==> config.mk <==
export PLATFORM = sky130hd
export DESIGN_NAME = butterfly_stage_feeder_6
export DESIGN_NICKNAME = d
export VERILOG_FILES = /design/src/rtl/butterfly_stage_feeder_6.sv
export SDC_FILE = /design/constraint.sdc
export NUM_CORES = 1
export LEC_CHECK = 0
export CORE_ASPECT_RATIO = 1.1
export CORE_UTILIZATION = 55
export CTS_BUF_LIST = sky130_fd_sc_hd__clkbuf_8 sky130_fd_sc_hd__clkbuf_16
export DETAILED_ROUTE_END_ITERATION = 12
export DONT_BUFFER_PORTS = 1
export GPL_TIMING_DRIVEN = 0
export PLACE_DENSITY = 0.74
export REMOVE_ABC_BUFFERS = 1
export SETUP_SLACK_MARGIN = 0.02
export SKIP_LAST_GASP = 1
export SYNTH_ARGS = -nofsm -noshare
export SYNTH_HDL_FRONTEND = slang
export SYNTH_SLANG_ARGS = --single-unit
==> constraint.sdc <==
create_clock -name clk -period 3.9 [get_ports clk]
set_input_delay 0.78 -clock clk [delete_from_list [all_inputs] [get_ports clk]]
set_output_delay 0.78 -clock clk [all_outputs]
set_load 0.02 [all_outputs]
==> src/rtl/butterfly_stage_feeder_6.sv <==
// Frame-buffered feeder for one radix-2 FFT stage: load a frame, run every butterfly pair in place, then stream the frame out.
// Optional macro FEEDER_SCALE_EN: halve each butterfly result (arithmetic shift right by 1) before write-back.
module butterfly_stage_feeder_6 #(
    parameter int DATA_W     = 12,
    parameter int N_POINTS   = 16,
    parameter int STAGE_SPAN = 8,
    parameter int BF_LATENCY = 1
) (
    input  logic              clk,
    input  logic              rst_n,
    input  logic              in_valid,
    output logic              in_ready,
    input  logic [DATA_W-1:0] in_real,
    input  logic [DATA_W-1:0] in_img,
    output logic              out_valid,
    input  logic              out_ready,
    output logic [DATA_W-1:0] out_real,
    output logic [DATA_W-1:0] out_img,
    output logic              frame_done,
    output logic              busy,
    output logic [DATA_W-1:0] bf_x_m_real,
    output logic [DATA_W-1:0] bf_x_m_img,
    output logic [DATA_W-1:0] bf_x_n_real,
    output logic [DATA_W-1:0] bf_x_n_img,
    output logic [2:0]        bf_index,
    input  logic [DATA_W-1:0] bf_x_m_1_real,
    input  logic [DATA_W-1:0] bf_x_m_1_img,
    input  logic [DATA_W-1:0] bf_x_n_1_real,
    input  logic [DATA_W-1:0] bf_x_n_1_img
);
    localparam int AW      = $clog2(N_POINTS);
    localparam int PW      = (AW > 1) ? AW - 1 : 1;
    localparam int HW      = (BF_LATENCY > 0) ? $clog2(BF_LATENCY + 1) : 1;
    localparam int SPAN_LG = $clog2(STAGE_SPAN);
    localparam int TW_LG   = $clog2(N_POINTS / (2 * STAGE_SPAN));
    localparam logic [AW-1:0] SPAN_MASK = AW'(STAGE_SPAN - 1);
    localparam logic [AW-1:0] SPAN_OFS  = AW'(STAGE_SPAN);
    localparam logic [AW-1:0] LAST_IDX  = AW'(N_POINTS - 1);
    localparam logic [PW-1:0] LAST_PAIR = PW'(N_POINTS / 2 - 1);
    localparam logic [HW-1:0] LAST_HOLD = HW'(BF_LATENCY);

    typedef enum logic [1:0] {ST_LOAD = 2'd0, ST_COMPUTE = 2'd1, ST_DRAIN = 2'd2} state_t;

    function automatic logic [AW-1:0] pair_m(input logic [PW-1:0] p);
        logic [AW-1:0] pe;
        pe = AW'(p);
        return ((pe >> SPAN_LG) << (SPAN_LG + 1)) | (pe & SPAN_MASK);
    endfunction

    function automatic logic [2:0] pair_tw(input logic [PW-1:0] p);
        logic [AW+2:0] je;
        je = (AW + 3)'(AW'(p) & SPAN_MASK) << TW_LG;
        return je[2:0];
    endfunction

    function automatic logic [DATA_W-1:0] wb_scale(input logic [DATA_W-1:0] x);
`ifdef FEEDER_SCALE_EN
        return {x[DATA_W-1], x[DATA_W-1:1]};
`else
        return x;
`endif
    endfunction

    state_t            state_q, state_d;
    logic [AW-1:0]     wr_cnt_q, wr_cnt_d, rd_cnt_q, rd_cnt_d;
    logic [PW-1:0]     pair_cnt_q, pair_cnt_d, nxt_pair_s;
    logic [HW-1:0]     hold_cnt_q, hold_cnt_d;
    logic [DATA_W-1:0] mem_re_q [N_POINTS];
    logic [DATA_W-1:0] mem_im_q [N_POINTS];
    logic [DATA_W-1:0] bfm_re_q, bfm_re_d, bfm_im_q, bfm_im_d;
    logic [DATA_W-1:0] bfn_re_q, bfn_re_d, bfn_im_q, bfn_im_d;
    logic [2:0]        bf_idx_q, bf_idx_d;
    logic [DATA_W-1:0] out_re_q, out_re_d, out_im_q, out_im_d;
    logic              done_q, done_d;
    logic              ld_we_s, wb_we_s;
    logic [AW-1:0]     cur_m_s, cur_n_s, nxt_m_s, nxt_n_s;
    logic [DATA_W-1:0] wb_m_re_s, wb_m_im_s, wb_n_re_s, wb_n_im_s;

    // Pair addressing and write-back data shaping
    always_comb begin
        cur_m_s    = pair_m(pair_cnt_q);
        cur_n_s    = cur_m_s + SPAN_OFS;
        nxt_pair_s = (state_q == ST_COMPUTE) ? pair_cnt_q + PW'(1) : '0;
        nxt_m_s    = pair_m(nxt_pair_s);
        nxt_n_s    = nxt_m_s + SPAN_OFS;
        wb_m_re_s  = wb_scale(bf_x_m_1_real);
        wb_m_im_s  = wb_scale(bf_x_m_1_img);
        wb_n_re_s  = wb_scale(bf_x_n_1_real);
        wb_n_im_s  = wb_scale(bf_x_n_1_img);
    end

    // Next-state, counter and output-register logic
    always_comb begin
        state_d    = state_q;
        wr_cnt_d   = wr_cnt_q;
        rd_cnt_d   = rd_cnt_q;
        pair_cnt_d = pair_cnt_q;
        hold_cnt_d = hold_cnt_q;
        bfm_re_d   = bfm_re_q;
        bfm_im_d   = bfm_im_q;
        bfn_re_d   = bfn_re_q;
        bfn_im_d   = bfn_im_q;
        bf_idx_d   = bf_idx_q;
        out_re_d   = out_re_q;
        out_im_d   = out_im_q;
        done_d     = 1'b0;
        ld_we_s    = 1'b0;
        wb_we_s    = 1'b0;
        case (state_q)
            ST_LOAD: begin
                if (in_valid) begin
                    ld_we_s  = 1'b1;
                    wr_cnt_d = wr_cnt_q + AW'(1);
                    if (wr_cnt_q == LAST_IDX) begin
                        // Pair 0 never touches the sample being written this cycle
                        state_d    = ST_COMPUTE;
                        wr_cnt_d   = '0;
                        pair_cnt_d = '0;
                        hold_cnt_d = '0;
                        bfm_re_d   = mem_re_q[nxt_m_s];
                        bfm_im_d   = mem_im_q[nxt_m_s];
                        bfn_re_d   = mem_re_q[nxt_n_s];
                        bfn_im_d   = mem_im_q[nxt_n_s];
                        bf_idx_d   = pair_tw(nxt_pair_s);
                    end else begin
                        state_d = ST_LOAD;
                    end
                end else begin
                    wr_cnt_d = wr_cnt_q;
                end
            end
            ST_COMPUTE: begin
                if (hold_cnt_q == LAST_HOLD) begin
                    wb_we_s    = 1'b1;
                    hold_cnt_d = '0;
                    if (pair_cnt_q == LAST_PAIR) begin
                        state_d    = ST_DRAIN;
                        pair_cnt_d = '0;
                        bfm_re_d   = '0;
                        bfm_im_d   = '0;
                        bfn_re_d   = '0;
                        bfn_im_d   = '0;
                        bf_idx_d   = 3'd0;
                        // Forward sample 0 if the final write-back lands on it
                        out_re_d   = (cur_m_s == '0) ? wb_m_re_s :
                                     (cur_n_s == '0) ? wb_n_re_s : mem_re_q[0];
                        out_im_d   = (cur_m_s == '0) ? wb_m_im_s :
                                     (cur_n_s == '0) ? wb_n_im_s : mem_im_q[0];
                    end else begin
                        pair_cnt_d = nxt_pair_s;
                        bfm_re_d   = mem_re_q[nxt_m_s];
                        bfm_im_d   = mem_im_q[nxt_m_s];
                        bfn_re_d   = mem_re_q[nxt_n_s];
                        bfn_im_d   = mem_im_q[nxt_n_s];
                        bf_idx_d   = pair_tw(nxt_pair_s);
                    end
                end else begin
                    hold_cnt_d = hold_cnt_q + HW'(1);
                end
            end
            ST_DRAIN: begin
                if (out_ready) begin
                    if (rd_cnt_q == LAST_IDX) begin
                        state_d  = ST_LOAD;
                        rd_cnt_d = '0;
                        out_re_d = '0;
                        out_im_d = '0;
                        done_d   = 1'b1;
                    end else begin
                        rd_cnt_d = rd_cnt_q + AW'(1);
                        out_re_d = mem_re_q[rd_cnt_q + AW'(1)];
                        out_im_d = mem_im_q[rd_cnt_q + AW'(1)];
                    end
                end else begin
                    rd_cnt_d = rd_cnt_q;
                end
            end
            default: begin
                state_d = ST_LOAD;
            end
        endcase
    end

    // Control and output registers
    always_ff @(posedge clk or negedge rst_n) begin
        if (!rst_n) begin
            state_q    <= ST_LOAD;
            wr_cnt_q   <= '0;
            rd_cnt_q   <= '0;
            pair_cnt_q <= '0;
            hold_cnt_q <= '0;
            bfm_re_q   <= '0;
            bfm_im_q   <= '0;
            bfn_re_q   <= '0;
            bfn_im_q   <= '0;
            bf_idx_q   <= 3'd0;
            out_re_q   <= '0;
            out_im_q   <= '0;
            done_q     <= 1'b0;
        end else begin
            state_q    <= state_d;
            wr_cnt_q   <= wr_cnt_d;
            rd_cnt_q   <= rd_cnt_d;
            pair_cnt_q <= pair_cnt_d;
            hold_cnt_q <= hold_cnt_d;
            bfm_re_q   <= bfm_re_d;
            bfm_im_q   <= bfm_im_d;
            bfn_re_q   <= bfn_re_d;
            bfn_im_q   <= bfn_im_d;
            bf_idx_q   <= bf_idx_d;
            out_re_q   <= out_re_d;
            out_im_q   <= out_im_d;
            done_q     <= done_d;
        end
    end

    // Frame buffer: one load write port, two in-place write-back ports
    always_ff @(posedge clk) begin
        if (ld_we_s) begin
            mem_re_q[wr_cnt_q] <= in_real;
            mem_im_q[wr_cnt_q] <= in_img;
        end else if (wb_we_s) begin
            mem_re_q[cur_m_s] <= wb_m_re_s;
            mem_im_q[cur_m_s] <= wb_m_im_s;
            mem_re_q[cur_n_s] <= wb_n_re_s;
            mem_im_q[cur_n_s] <= wb_n_im_s;
        end
    end

    assign in_ready    = (state_q == ST_LOAD);
    assign out_valid   = (state_q == ST_DRAIN);
    assign busy        = (state_q != ST_LOAD);
    assign frame_done  = done_q;
    assign out_real    = out_re_q;
    assign out_img     = out_im_q;
    assign bf_x_m_real = bfm_re_q;
    assign bf_x_m_img  = bfm_im_q;
    assign bf_x_n_real = bfn_re_q;
    assign bf_x_n_img  = bfn_im_q;
    assign bf_index    = bf_idx_q;
endmodule

; ---- Word-level counts from Yosys, hierarchy flattened
; Memory sizes are Yosys's and may differ from the RTL's.
; Index checks and enable logic that the tools add are counted.
[word_totals]
ff_bits = 90
mem_bits_rw = 384
in_bits = 76
n_memories = 2
[op_classes]
addsub = 6
eq_ne = 11
mux = 74
n_reduce_logical = 14
[mem_list]
columns = memory, words, width, rd, rd_clocked_by_memory_dff, wr, line
row1 = mem_im_q, 16, 12, 4, 0, 2, 69  ; logic [DATA_W-1:0] mem_im_q [N_POINTS];
row2 = mem_re_q, 16, 12, 4, 0, 2, 68  ; logic [DATA_W-1:0] mem_re_q [N_POINTS];
[ops]
columns = op, count
row1 = 2-to-1 mux 12 bit, 30
row2 = case mux 12 bit (2 select lines), 6
row3 = OR reduction 12 bit, 2
row4 = 2-to-1 mux 3 bit, 7
row5 = 2-to-1 mux 1 bit, 18
row6 = 2-to-1 mux 4 bit, 4
row7 = case mux 3 bit (2 select lines), 2
row8 = 2-to-1 mux 2 bit, 5
row9 = "adder 3 x 4 -> 4 bit, second input constant", 2
row10 = "adder 4 x 1 -> 4 bit, second input constant", 2
row11 = "== test 4 bit, second input constant", 2
row12 = logical NOT 4 bit, 2
row13 = "!= test 2 x 1 -> 1 bit, second input constant", 4
row14 = AND reduction 4 bit, 2
row15 = case mux 2 bit (3 select lines), 1
row16 = nonzero test 2 bit, 3
row17 = AND reduction 5 bit, 1
row18 = "!= test 2 bit, second input constant", 2
row19 = AND reduction 2 bit, 2
row20 = "adder 3 x 1 -> 3 bit, second input constant", 1
row21 = "== test 3 bit, second input constant", 1
row22 = AND reduction 3 bit, 1
row23 = "== test 2 x 1 -> 1 bit, second input constant", 1
row24 = "== test 2 bit, second input constant", 1
row25 = other kinds (3), 3

; ---- Longest topological paths before layout
; Gate-level depths: netlist of run 1.
[logic_depth]
ltp_word = 7
depth_mapped = 12

; ---- Worst setup path after synthesis of run 1
; OpenSTA, ideal clock, no wires.
[synth_path]
path_type = input-to-reg
startpoint = input port in_valid
endpoint = memory mem_im_q[12][0] (enable)
setup_time_ns = 0.442
t_arrival_ns = 3.164
required_ns = 3.458
slack_ns = 0.294
path_stages = 3
path_cell_list = nor3b_1 nand4_1 o31ai_1
[synth_rtl]
columns = item, line
row1 = from (decl), 11  ; input logic in_valid,
row2 = to (decl), 69

; ---- Final worst setup path of run 1
[layout_path]
startpoint = register pair_cnt_q[0]
endpoint = register bfm_im_q[3] (netlist: bf_x_m_img[3])
[layout_between]
elab_chain_cells = 6
word_cells_on_any_way = 9
cone_classes = add/sub: 1 / eq/ne: 1 / mux: 6 / memory: 1
[layout_lines]
columns = item, line
row1 = from (decl), 66  ; logic [PW-1:0] pair_cnt_q, pair_cnt_d, nxt_pair_s;
row2 = from (signal assigned), 204  ; pair_cnt_q <= pair_cnt_d;
row3 = adder 3 x 1 -> 3 bit, 83  ; nxt_pair_s = (state_q == ST_COMPUTE) ? pair_cnt_q + PW'(1) : '0;
row4 = 2-to-1 mux 3 bit, 83
row5 = memory read (16 x 12 bit), n/a
row6 = 2-to-1 mux 12 bit (on tied branches), "136, 114"
row7 = 2-to-1 mux 12 bit (on tied branches), "133, 111"
row8 = case mux 12 bit (2 select lines) *, 109  ; case (state_q)
row9 = to (signal assigned), 207  ; bfm_im_q <= bfm_im_d;
row10 = to (decl), 70  ; logic [DATA_W-1:0] bfm_re_q, bfm_re_d, bfm_im_q, bfm_im_d;
; Every way passes the cells marked *; elsewhere a longest branch is shown, timed or not. The select of a mux whose other input is x is not followed.
; A chain may end at the register's enable or synchronous reset.

==> reports/metrics.csv, run 1 <==
metric,value,unit
status,finished clean,
Hold Fails Final Rpt,0,
worst-skew pair later-pin latency,0.57,ns
Core ar.,0.0445,sq mm
# H-tree levels,2,
fillers,3169,
row cnt,81,
clk buf depth,3,
max_cap viols,0,
RSZ-0062 raised after global routing,false,
Buf/Inv on CP,4,
Cell variety after synth,48,
CP required,4.32,ns
first-pass GRT wire length,111000,um
diode count,0,
vias in the first global route,18000,
final wirelength,75900,um
final core utilization,61.9,%
starting density of the core,55.8,%
Adder-Cell Fraction of Synth Area,0.403,%
largest net degree at the start of global routing,91,
placed insts,2480,
post-synthesis sequential area ratio,55.5,%
measured slew at the worst slew-check pin,1.50,ns
post-DP HPWL,45300,um
crit-path cells,"buf_16, buf_16, ha_1, ha_4, buf_16, buf_16, mux4_2, a211oi_1, o31ai_1",
CTS tree,done,
Num CTS Buffers,45,
Peak supply drop,0.000564,V
"commonest non-fill, non-tap cell in the layout",edfxtp_1,
Antenna Nets Post-Route,0,
total power,16000,uW
Hold WC Path Type,input port to async pin,
largest family of logic cells by synthesized area,multiplexers,
critical path data arrival time,4.17,ns
family with the most delay on the worst path,buffers and inverters,
Finished Layout Cells,2566,
WL per Instance,29.6,um
Post-synth EDFFs,384,
clk sinks,474,
Synth Cell Area,0.0248,sq mm
IO buf count,0,
Via Count,18300,
Final Slew Violations,0,
die area,0.0460,sq mm
DRC,0,
Mapped Avg Cell Area,12.1,sq um
grt total ovfl,0,
number of synthesized register bits,474,
number of top-level pins,155,
Nets,2035,
cell mode on critical path,buf_16,
clk root buf,clkbuf_16,
die height,225,um
Post-Synth Simple-Gate Area,10.1,%
CP Depth,9,
Clock Skew,0.0302,ns
Post-synth top flop,edfxtp_1,
Worst-path clk slew,0.06,ns
initial antenna violation count,2,
xor/xnor share of the synthesized area,0.176,%
minimum hold slack,0.126,ns
Setup CP Type,flop to flop,
critical path's slowest cell,ha_4,
routed vias/inst,7.12,
highest-count cells in the layout ignoring fill and taps,"edfxtp_1, nor2_1, a21oi_1",
Area Overhead vs Synth,10.9,%
fin worst setup slack,0.150,ns
fin crit share,96.2,%
cell count after synthesis,2057,
DP Worst Slack,-1.00,ns
CP peak stage delay,0.53,ns
first-pass detailed-route iteration total,6,
count of final setup violators,0,
fin crit period,3.75,ns
LEAKAGE,0.00938,uW
GRT Total Usage,33.3,%
Yosys Warn Count,0,
die width,205,um
mux contribution to synthesized area,14.9,%
pwr dens,580,mW/mm^2
relative slew slack,0.311,%
worst reg2reg path depth,9,
First DRT Iteration DRCs,2187,
crit end category,flop,
Startpoint Class,flop,
f_max,0.267,GHz
crit-path max FO,73,
fraction of registers with async set/reset,19.0,%
Synth Area in Compound Gates,14.3,%
RD Place Congestion,0.864,
layout cells sized above 1,16.7,%
metal layers:
| layer | GRT usage, % | wire [um] | up-vias |
|---|---|---|---|
| li1 | - | - | 7544 |
| met1 | 40.5 | 24700 | 8969 |
| met2 | 54.3 | 36700 | 1429 |
| met3 | 8.33 | 10000 | 339 |
| met4 | 18.6 | 4460 | 0 |
| met5 | 0 | 0 | - |
state kept, by name (all words and copies together) (netlist names):
name and cells:
hold_cnt_q 1, mem_re_q 192, pair_cnt_q 3, frame_done 1, rd_cnt_q 4, bf_x_n_img 12
wr_cnt_q 4, bf_x_m_img 12, bf_x_n_real 12, mem_im_q 192, state_q 2, out_real 12
bf_index 3, out_img 12, bf_x_m_real 12
area by class of cell:
class,instances,area (sq um),area share [%]
repair buffers,53,1090,3.96
well taps,581,727,2.64
clock inverters,32,384,1.40
clock buffers,49,1180,4.29
flip-flops and latches,474,13800,50.1
inverters,29,114,0.414
multi-input cells,1348,10200,37.2
synth_stat cells, types with 2 or more instances:
| cell | number | area share (%) |
|---|---|---|
| dfrtp_1 | 90 | 9.1 |
| clkbuf_1 | 95 | 1.4 |
| clkbuf_2 | 6 | 0.12 |
| a21o_1 | 5 | 0.15 |
| mux2i_4 | 18 | 1.6 |
| o21ai_1 | 21 | 0.42 |
| a31oi_1 | 4 | 0.10 |
| a211oi_1 | 138 | 4.2 |
| a221oi_1 | 2 | 0.071 |
| nand3b_1 | 2 | 0.060 |
| buf_2 | 54 | 1.1 |
| nand3_1 | 31 | 0.63 |
| buf_1 | 21 | 0.32 |
| nor2_1 | 310 | 4.7 |
| edfxtp_1 | 384 | 46 |
| nand2_2 | 2 | 0.050 |
| inv_1 | 28 | 0.42 |
| nand2b_1 | 5 | 0.13 |
| o21ai_0 | 19 | 0.38 |
| nor3_1 | 8 | 0.16 |
| buf_6 | 5 | 0.23 |
| a22o_1 | 4 | 0.14 |
| nor2b_1 | 52 | 1.3 |
| nand4_1 | 2 | 0.050 |
| buf_4 | 22 | 0.67 |
| xnor2_1 | 4 | 0.14 |
| ha_1 | 8 | 0.40 |
| a21oi_1 | 243 | 4.9 |
| o31ai_1 | 52 | 1.6 |
| mux4_2 | 144 | 13 |
| mux2i_1 | 6 | 0.24 |
| and2_1 | 2 | 0.050 |
| nor2_2 | 2 | 0.050 |
| nand2_1 | 185 | 2.8 |
| buf_8 | 4 | 0.24 |
| o2bb2ai_1 | 45 | 1.6 |
| o22ai_1 | 23 | 0.58 |
through the flow:
step,area [sq um],TNS [ns]
6_report,27500,0
5_1_grt,27500,0
4_1_cts,27500,0
3_5_place_dp,25900,-35.85
3_3_place_gp,24500,-6229.87
2_1_floorplan,23800,-2724.77
where the power goes:
| group | total [uW] | internal, uW | leakage, uW | switching [uW] |
|---|---|---|---|---|
| registers | 6370 | 5770 | 0.00464 | 604 |
| logic | 4910 | 2260 | 0.00395 | 2650 |
| clock network | 4690 | 2770 | 0.000778 | 1920 |
final timing paths:
path	startpoint	to	slack [ns]
worst max-delay path	pair_cnt_q[0]	bf_x_m_img[3]	0.15
worst min-delay path	rst_n	bf_x_n_real[5]	0.13
worst max register to register	pair_cnt_q[0]	bf_x_m_img[3]	0.15
worst min register to register	wr_cnt_q[2]	wr_cnt_q[2]	0.62
max in group asynchronous	rst_n	out_img[5]	3.25
min in group clk	out_ready	state_q[1]	0.42
kinds of logic (layout without fill, tap and decap cells):
logic type | Yosys count | in the layout
muxes | 168 | 168
buffers and inverters | 236 | 163
AOI/OAI and AO/OA | 561 | 561
DFF | 474 | 474
xor gates and xnor gates | 5 | 5
and+or+nand+nor | 605 | 606
adders and majority gates | 8 | 8
timing repair:
| action | 4_1_cts | 5_1_grt |
|---|---|---|
| resized for setup | 2 | 0 |
| hold buffers | 1 | 0 |
| hold endpoints to repair | 90 | 0 |
| endpoints found under the setup margin | 110 | 0 |
| setup buffers | 3 | 0 |
worst register-to-register path, stage by stage, from the launching register on:
cell and delay, ns:
dfrtp_4 0.50, buf_16 0.22, buf_16 0.35, ha_1 0.32, ha_4 0.53, buf_16 0.32
buf_16 0.35, mux4_2 0.43, a211oi_1 0.45, o31ai_1 0.13
Note: power is estimated with default switching activity, not from simulation.
==> run 2: changes to the inputs <==
- clock period: 3.9 -> 4 ns (I/O delays scaled with it)
==> results of run 2 <==
Same layout as run 1 (identical final DEF). Status: finished clean.
Main changes from that run: setup slack after placement -1.00 ns -> -0.904 ns; setup slack after layout 0.150 ns -> 0.250 ns; hold slack 0.126 ns -> 0.146 ns; register-to-register setup slack 0.15 ns -> 0.25 ns; total power 16000 uW -> 15600 uW; worst IR drop on VDD 0.000564 V -> 0.000549 V
==> run 3: changes to the inputs <==
- HOLD_SLACK_MARGIN: default -> 0.15
==> results of run 3 <==
Same layout as run 1 (identical final DEF). Status: finished clean.
Main changes from that run: setup slack after placement -1.00 ns -> -0.904 ns; setup slack after layout 0.150 ns -> 0.250 ns; hold slack 0.126 ns -> 0.146 ns; register-to-register setup slack 0.15 ns -> 0.25 ns; total power 16000 uW -> 15600 uW; worst IR drop on VDD 0.000564 V -> 0.000549 V
